===== src/rtl/rr_arbiter8_pkg.sv =====
// Shared types, sizes and the rotate-priority winner search for the 8-way arbiter.
// Latency: none (types and a combinational helper only).
// Backpressure: not applicable.
package rr_arbiter8_pkg;

    localparam int NUM_REQ = 8;
    localparam int IDX_W   = 3;

    typedef enum logic {
        S_IDLE = 1'b0,
        S_HOLD = 1'b1
    } state_t;

    typedef struct packed {
        logic             found;
        logic [IDX_W-1:0] idx;
    } pick_t;

    // First set request bit scanning start, start+1, ... with wrap 7->0.
    // The scan runs from the far end back toward start, so the candidate
    // closest to start is the last one written and wins.
    function automatic pick_t rr_pick(input logic [NUM_REQ-1:0] req,
                                      input logic [IDX_W-1:0]   start);
        pick_t            res;
        logic [IDX_W-1:0] cand;
        res = '0;
        for (int k = NUM_REQ - 1; k >= 0; k--) begin
            cand = start + IDX_W'(k);
            if (req[cand]) begin
                res.found = 1'b1;
                res.idx   = cand;
            end
        end
        return res;
    endfunction

endpackage


===== src/rtl/rr_arbiter8_if.sv =====
// Requester-side bundle of the arbiter: request/enable/release in, grant status out.
// Latency: wires only.
// Backpressure: none; the grant itself is the flow-control answer to req.
interface rr_arbiter8_if;
    import rr_arbiter8_pkg::*;

    logic               en;
    logic [NUM_REQ-1:0] req;
    logic               done;
    logic [NUM_REQ-1:0] grant;
    logic [IDX_W-1:0]   grant_idx;
    logic               grant_valid;
    logic               timeout;

    // Requester / resource-control side.
    modport master (
        output en, req, done,
        input  grant, grant_idx, grant_valid, timeout
    );

    // Arbiter side.
    modport slave (
        input  en, req, done,
        output grant, grant_idx, grant_valid, timeout
    );

endinterface


===== src/rtl/rr_arbiter8_dec3to8.sv =====
// 3-to-8 one-hot decoder with enable; turns the registered owner index into the grant vector.
// Latency: combinational.
// Backpressure: none.
module rr_arbiter8_dec3to8
    import rr_arbiter8_pkg::*;
(
    input  logic [IDX_W-1:0]   w,
    input  logic               en,
    output logic [NUM_REQ-1:0] y
);

    // One output bit high for the selected index, all low when disabled.
    always_comb begin
        y = '0;
        for (int i = 0; i < NUM_REQ; i++) begin
            y[i] = en && (w == IDX_W'(i));
        end
    end

endmodule


===== src/rtl/rr_arbiter8.sv =====
// Round-robin (or fixed-priority) arbiter for 8 requesters with a bounded hold time.
// Latency: grant visible right after the edge that samples req in IDLE; one idle cycle after each release.
// Backpressure: a requester waits while another owns the resource or while en is low.
module rr_arbiter8
    import rr_arbiter8_pkg::*;
#(
    parameter int MAX_HOLD   = 16,
    parameter int CNT_W      = 5,
    parameter bit FIXED_PRIO = 1'b0
) (
    input  logic          clk,
    input  logic          rst_n,
    rr_arbiter8_if.slave  arb
);

    state_t             state;
    state_t             state_nxt;
    logic [IDX_W-1:0]   ptr;
    logic [IDX_W-1:0]   grant_idx_q;
    logic               grant_valid_q;
    logic               timeout_q;
    logic [CNT_W-1:0]   hold_cnt;

    logic [IDX_W-1:0]   scan_start;
    pick_t              pick;
    logic               owner_req;
    logic               hold_expired;
    logic               release_now;
    logic               do_grant;
    logic               do_release;
    logic               expire_only;
    logic [NUM_REQ-1:0] grant_vec;

    // Fixed priority is just a scan that always starts at requester 0.
    assign scan_start   = FIXED_PRIO ? IDX_W'(0) : ptr;
    assign pick         = rr_pick(arb.req, scan_start);
    assign owner_req    = arb.req[grant_idx_q];
    assign hold_expired = (hold_cnt == CNT_W'(MAX_HOLD - 1));
    assign release_now  = arb.done || !owner_req || hold_expired;

    // State register.
    always_ff @(posedge clk or negedge rst_n) begin
        if (!rst_n) begin
            state <= S_IDLE;
        end else begin
            state <= state_nxt;
        end
    end

    // Next state: IDLE grants when allowed, HOLD always drops back to IDLE on release.
    always_comb begin
        state_nxt = state;
        case (state)
            S_IDLE:  if (arb.en && pick.found) state_nxt = S_HOLD;
            S_HOLD:  if (release_now)          state_nxt = S_IDLE;
            default: state_nxt = S_IDLE;
        endcase
    end

    // FSM actions: when to load a new owner, when to drop it, and whether the drop
    // is purely a hold-time expiry (only that case raises the timeout pulse).
    always_comb begin
        do_grant    = 1'b0;
        do_release  = 1'b0;
        expire_only = 1'b0;
        case (state)
            S_IDLE: begin
                do_grant = arb.en && pick.found;
            end
            S_HOLD: begin
                do_release  = release_now;
                expire_only = hold_expired && !arb.done && owner_req;
            end
            default: begin
                do_release = 1'b1;
            end
        endcase
    end

    // Owner index, pointer, hold counter and timeout pulse registers.
    always_ff @(posedge clk or negedge rst_n) begin
        if (!rst_n) begin
            ptr           <= '0;
            grant_idx_q   <= '0;
            grant_valid_q <= 1'b0;
            hold_cnt      <= '0;
            timeout_q     <= 1'b0;
        end else begin
            timeout_q <= expire_only;
            if (do_grant) begin
                grant_idx_q   <= pick.idx;
                grant_valid_q <= 1'b1;
                hold_cnt      <= '0;
                ptr           <= pick.idx + IDX_W'(1);
            end else if (do_release) begin
                grant_valid_q <= 1'b0;
                hold_cnt      <= '0;
            end else if (state == S_HOLD) begin
                hold_cnt      <= hold_cnt + CNT_W'(1);
            end
        end
    end

    rr_arbiter8_dec3to8 u_dec (
        .w  (grant_idx_q),
        .en (grant_valid_q),
        .y  (grant_vec)
    );

    assign arb.grant       = grant_vec;
    assign arb.grant_idx   = grant_idx_q;
    assign arb.grant_valid = grant_valid_q;
    assign arb.timeout     = timeout_q;

endmodule


===== src/flat_wrapper.sv =====
// flat-port wrapper written by rule: the top's interface ports become plain ports
module rr_arbiter8_flat import rr_arbiter8_pkg::*;
#(
    parameter int MAX_HOLD   = 16,
    parameter int CNT_W      = 5,
    parameter bit FIXED_PRIO = 1'b0
)
  (clk, rst_n, arb_en, arb_req, arb_done, arb_grant, arb_grant_idx, arb_grant_valid, arb_timeout);
  rr_arbiter8_if arb_i ();
  input  logic clk;
  input  logic rst_n;
  input wire logic [$bits(arb_i.en)-1:0] arb_en;
  input wire logic [$bits(arb_i.req)-1:0] arb_req;
  input wire logic [$bits(arb_i.done)-1:0] arb_done;
  output wire logic [$bits(arb_i.grant)-1:0] arb_grant;
  output wire logic [$bits(arb_i.grant_idx)-1:0] arb_grant_idx;
  output wire logic [$bits(arb_i.grant_valid)-1:0] arb_grant_valid;
  output wire logic [$bits(arb_i.timeout)-1:0] arb_timeout;
  assign arb_i.en = arb_en;
  assign arb_i.req = arb_req;
  assign arb_i.done = arb_done;
  assign arb_grant = arb_i.grant;
  assign arb_grant_idx = arb_i.grant_idx;
  assign arb_grant_valid = arb_i.grant_valid;
  assign arb_timeout = arb_i.timeout;
  rr_arbiter8 #(.MAX_HOLD(MAX_HOLD), .CNT_W(CNT_W), .FIXED_PRIO(FIXED_PRIO)) u_core (.clk(clk), .rst_n(rst_n), .arb(arb_i));
endmodule

===== config.mk =====
export PLATFORM = sky130hd
export DESIGN_NAME = rr_arbiter8_flat
export DESIGN_NICKNAME = d
export VERILOG_FILES = /design/src/rtl/rr_arbiter8_pkg.sv /design/src/rtl/rr_arbiter8_if.sv /design/src/rtl/rr_arbiter8_dec3to8.sv /design/src/rtl/rr_arbiter8.sv /design/src/flat_wrapper.sv
export SDC_FILE = /design/constraint.sdc
export NUM_CORES = 1
export LEC_CHECK = 0
export ABC_AREA = 1
export CAP_MARGIN = 20
export CORE_ASPECT_RATIO = 1.25
export CORE_MARGIN = 4
export CORE_UTILIZATION = 48
export DETAILED_ROUTE_END_ITERATION = 10
export PLACE_DENSITY = 0.76
export SYNTH_ARGS = -nofsm -noshare
export SYNTH_HDL_FRONTEND = slang
export SYNTH_SLANG_ARGS = --single-unit

===== constraint.sdc =====
create_clock -name clk -period 2.4 [get_ports clk]
set_input_delay 0.24 -clock clk [delete_from_list [all_inputs] [get_ports clk]]
set_output_delay 0.24 -clock clk [all_outputs]
set_load 0.01 [all_outputs]

; After elaboration in Yosys (flattened, before gate mapping)
; Index checks and enable logic that the tools add are counted.
[totals]
wordCells = 88
inputBits = 12
ff_bits = 14
output_inout_bits = 13
[classes]
n_addsub = 9
magnitude_cmp = 9
bitwise = 1
n_reduce_logical = 18
n_mux = 37
n_eq_ne = 8
[ops]
columns = cell, n
row1 = $lt 3x4->1 const B, 9
row2 = $mux 4, 8
row3 = $bmux 1 s3, 9
row4 = $mux 1, 16
row5 = $mux 5, 3
row6 = $add 3x3->3 const B, 4
row7 = $eq 3x3->1 const B, 4
row8 = $logic_and 1x1->1, 11
row9 = $add 3x1->3 const B, 2
row10 = $add 3x2->3 const B, 2
row11 = $eq 3x2->1 const B, 2
row12 = $add 5x1->5 const B, 1
row13 = $eq 5x4->1 const B, 1
row14 = $eq 3x1->1 const B, 1
row15 = $logic_not 3->1, 1
row16 = $reduce_bool 3->1, 1
row17 = $logic_not 1->1, 2
row18 = $logic_or 1x1->1, 2
row19 = $pmux 1 s2, 1
row20 = $reduce_bool 2->1, 1
row21 = $not 1->1, 1

; Logic depth before layout (Yosys ltp)
[logic_depth]
ltp_word = 14
mapped_depth = 20
mapped_depth_nobuf = 19

; Cells and area by module
; Synthesis repeated with hierarchy kept, for this count alone.
[unflattened]
hier_cells = 232
area_unflattened_um2 = 1420.1
[by_module_without_submodules]
columns = mod, cells_per_inst, area_each_um2, seq_area_each_um2, instances
row1 = rr_arbiter8, 215, 1356.3, 350.3, 1
row2 = rr_arbiter8_dec3to8, 17, 63.8, 0.0, 1

; Least setup slack after synthesis
; No wires, ideal clock.
[synth_path]
path_kind = reg2reg
from = register u_core.ptr[1]
to = register u_core.ptr[2]
n_path_buf = 1
t_required_ns = 2.335
t_arrival_ns = 2.301
slack_ns = 0.034
synth_period_minus_slack_ns = 2.366
setup_ns = 0.065
stages_incl_launch_ff = 20
cell_sequence = dfrtp_1 inv_2 ha_1 buf_2 inv_1 nand3_1 nand3_2 nand2_2 nor2_4 nand2_1 nand3_1 nand2_1 nand2_1 nand2_1 a21boi_1 ha_1 inv_1 o21ai_1 nand2_1 nand2_1
[synth_lines]
columns = item, line_no
row1 = "start, declared", rr_arbiter8.sv:18  ; logic [IDX_W-1:0] ptr;
row2 = "start signal, assigned", rr_arbiter8.sv:94  ; ptr <= pick.idx + IDX_W'(1);

==> results.md <==
- CTS Buf Count: 3
- Reg clk slew, reported paths: 0.08 ns
- Gate Count Post-Synth: 225
- Initial antenna violation count: 0
- Final Max Slew Viols: 0
- Worst setup path class: reg2reg
- Fillers: 242
- Worst Path Required: 2.58 ns
- Initial core utilization: 51.6%
- Worst rel slew slack: 58.8%
- Routed Antenna Nets: 0
- Post-synthesis sequential element count: 14
- # setup viols final: 0
- Synth Net Count: 242
- Most used cell along the critical path: nand2_1
- CTS tree: built
- Warnings from Yosys: 0
- Leak: 0.928 nW
- Post-synth EDFFs: 0
- Vias in the first global route: 1498
- Crit path max-delay family: simple AND/OR/NAND/NOR gates
- Initial DRC count: 53
- Crit path buf inv count: 3
- ANT cells: 0
- H-tree depth: 1
- WL final: 3660 µm
- Synth Cell Area: 0.00142 mm²
- Crit path time final: 2.23 ns
- Reg area: 352 µm²
- Post-synth top flop: dfrtp_1
- Combined area of the multi-input logic cells: 0.00103 mm²
- Post-synth cell types: 31
- Vias: 1553
- Register area share after synthesis: 24.6%
- Final critical-path share of the clock period: 92.7%
- Final net count: 277
- GPL Wtd Cong: 0.888
- Routed len/inst: 12.5 µm
- Number of vias per cell: 5.30
- Die area: 0.00390 mm²
- IO Count: 25
- Hold Fails Final Rpt: 0
- Final instance area: 0.00188 mm²
- Critical-path cell list: buf_6 -> ha_4 -> inv_1 -> nand2_1 -> nand2_2 -> inv_2 -> nand3_4 -> nand2_4 -> nor2_1 -> nand3_1 -> nand3_2 -> nand2_1 -> nand2_1 -> nand2_2 -> a21boi_2 -> ha_2 -> nand2_1 -> o21ai_1
- Clk_lat worst skew: 0.29 ns
- CP startpoint kind: register
- Total gr overflow: 0
- FFs w/ async S/R, synth: 100%
- Status: complete, no violations
- Core Rows: 21
- Clk_skew: 0.00207 ns
- Slew @ Worst Pin: 0.615 ns
- Slowest cell on crit path: dfrtp_1
- Die Wd: 56.7 µm
- Syn Area/Cell: 6.32 µm²
- Max Cap Viol: 0
- Layout cell share with drive strength beyond 1: 23.6%
- CP max FO: 7
- Peak supply drop: 1.04 mV
- Total track usage: 20.2%
- Sink Count: 14
- Nature of the critical path endpoint: register
- IO Port Bufs: 24
- Total power draw: 0.00326 W
- Power per Cell Area: 1730 mW/mm²
- Hold slack: 0.333 ns
- DRC Markers: 0
- Highest Clock Rate: 449 MHz
- Clk root buf: clkbuf_4
- Synthesis-to-layout area growth: 32.5%
- Core Box Area: 0.00276 mm²
- Post-DP Area: 0.00172 mm²
- Pin count of the biggest net entering global routing: 15
- First-pass GRT wire length: 6230 µm
- Unrepaired setup endpoints after global routing: false
- Worst Hold Class: in2async
- Crit path DAT: 2.40 ns
- DP Wirelength: 2840 µm
- Fin cells: 293
- Initial DRT Pass Iterations: 4
- Cells after DPL: 285
- Chip Height: 68.9 µm
- Clock Tree Buf Depth: 2
- Slowest stage delay, CP: 0.41 ns
- Setup TNS: 0 ns
==> Yosys cell counts, types with 2 or more instances <==
master | number | area [µm²]
a211oi_1 | 2 | 15.0
a21oi_1 | 9 | 45.0
dfrtp_1 | 14 | 350
ha_1 | 5 | 62.6
inv_1 | 22 | 82.6
inv_2 | 4 | 15.0
nand2_1 | 76 | 285
nand2_2 | 9 | 56.3
nand2_4 | 3 | 33.8
nand3_1 | 37 | 185
nand3_2 | 5 | 50.1
nor2_1 | 14 | 52.6
nor2_2 | 2 | 12.5
nor3_2 | 2 | 20.0
o21ai_1 | 3 | 15.0
o22ai_1 | 2 | 12.5
xor2_1 | 2 | 17.5
==> final cells by class <==
| class | count | area share, % |
|---|---|---|
| clock buffer | 4 | 1.93 |
| inverter | 28 | 5.91 |
| multi-input combinational | 180 | 54.5 |
| sequential | 14 | 18.7 |
| tap | 34 | 2.26 |
| timing repair buffer | 33 | 16.7 |
==> final timing paths <==
path	from	end	slack [ns]	cells past startpoint
worst min-delay path	rst_n	u_core.state	0.33	1
worst max register to register	u_core.ptr[1]	u_core.ptr[1]	0.17	18
worst max-delay path	u_core.ptr[1]	u_core.ptr[1]	0.17	18
max in group asynchronous	rst_n	u_core.ptr[2]	1.63	1
min in group clk	u_core.arb.grant_valid	u_core.arb.grant_valid	0.54	2
worst min register to register	u_core.arb.grant_valid	u_core.arb.grant_valid	0.54	2
==> registers in the layout, indices dropped and copies added, names as in the netlist <==
| name | cells |
|---|---|
| u_core.arb.timeout | 1 |
| u_core.arb.grant_idx | 3 |
| u_core.arb.grant_valid | 1 |
| u_core.ptr | 3 |
| u_core.hold_cnt | 5 |
| u_core.state | 1 |
==> logic make-up (layout without fill, tap and decap cells) <==
logic type,count (synthesis),count (layout),synth area share (%)
simple gates,153,153,52.2
buf+inv,31,65,9.32
compound gates,20,20,8.27
flops,14,14,24.6
fa+ha+maj,5,5,4.40
xor+xnor,2,2,1.23
==> power by group <==
group / total [W] / switching [W] / internal [W] / leakage [nW]
Sequential: 0.000414 / 0.000101 / 0.000314 / 0.180
Clock: 0.000171 / 0.0000784 / 0.0000925 / 0.0210
Combinational: 0.00267 / 0.00161 / 0.00106 / 0.727
Total: 0.00326 / 0.00179 / 0.00147 / 0.928
==> what timing repair did <==
action	in CTS	in global routing
endpoints found under the setup margin	0	2
setup buffers	0	4
hold buffers	0	0
resized for setup	0	26
==> placed cells by master, fill, tap and decap left out, drive strengths merged <==
cell type,instances
nand2,88
nand3,43
inv,27
clkdlybuf4s50,24
nor2,17
dfrtp,14
a21oi,9
buf,9
ha,5
o21ai,4
clkbuf,4
nor3,3
xor2,2
a211oi,2
o22ai,2
and2,2
clkinv,1
a21boi,1
o21bai,1
a31oi,1
==> metrics by stage <==
| stage | worst slack, ns | util [%] |
|---|---|---|
| floorplan | 0.0341 | - |
| global placement | 0.114 | 62.3 |
| detailed placement | 0.0969 | 62.3 |
| CTS | 0.0649 | 63.6 |
| global route | 0.00311 | 68.3 |
| finish | 0.175 | 68.3 |
==> routing by layer <==
| layer | global-route usage (%) | vias up | routed length [µm] |
|---|---|---|---|
| met5 | 0 | - | 0 |
| met4 | 8.61 | 0 | 69 |
| met3 | 2.79 | 7 | 83 |
| met2 | 37.9 | 33 | 1870 |
| met1 | 23.1 | 712 | 1630 |
| li1 | - | 801 | - |
Note: power is estimated with default switching activity, not from simulation.
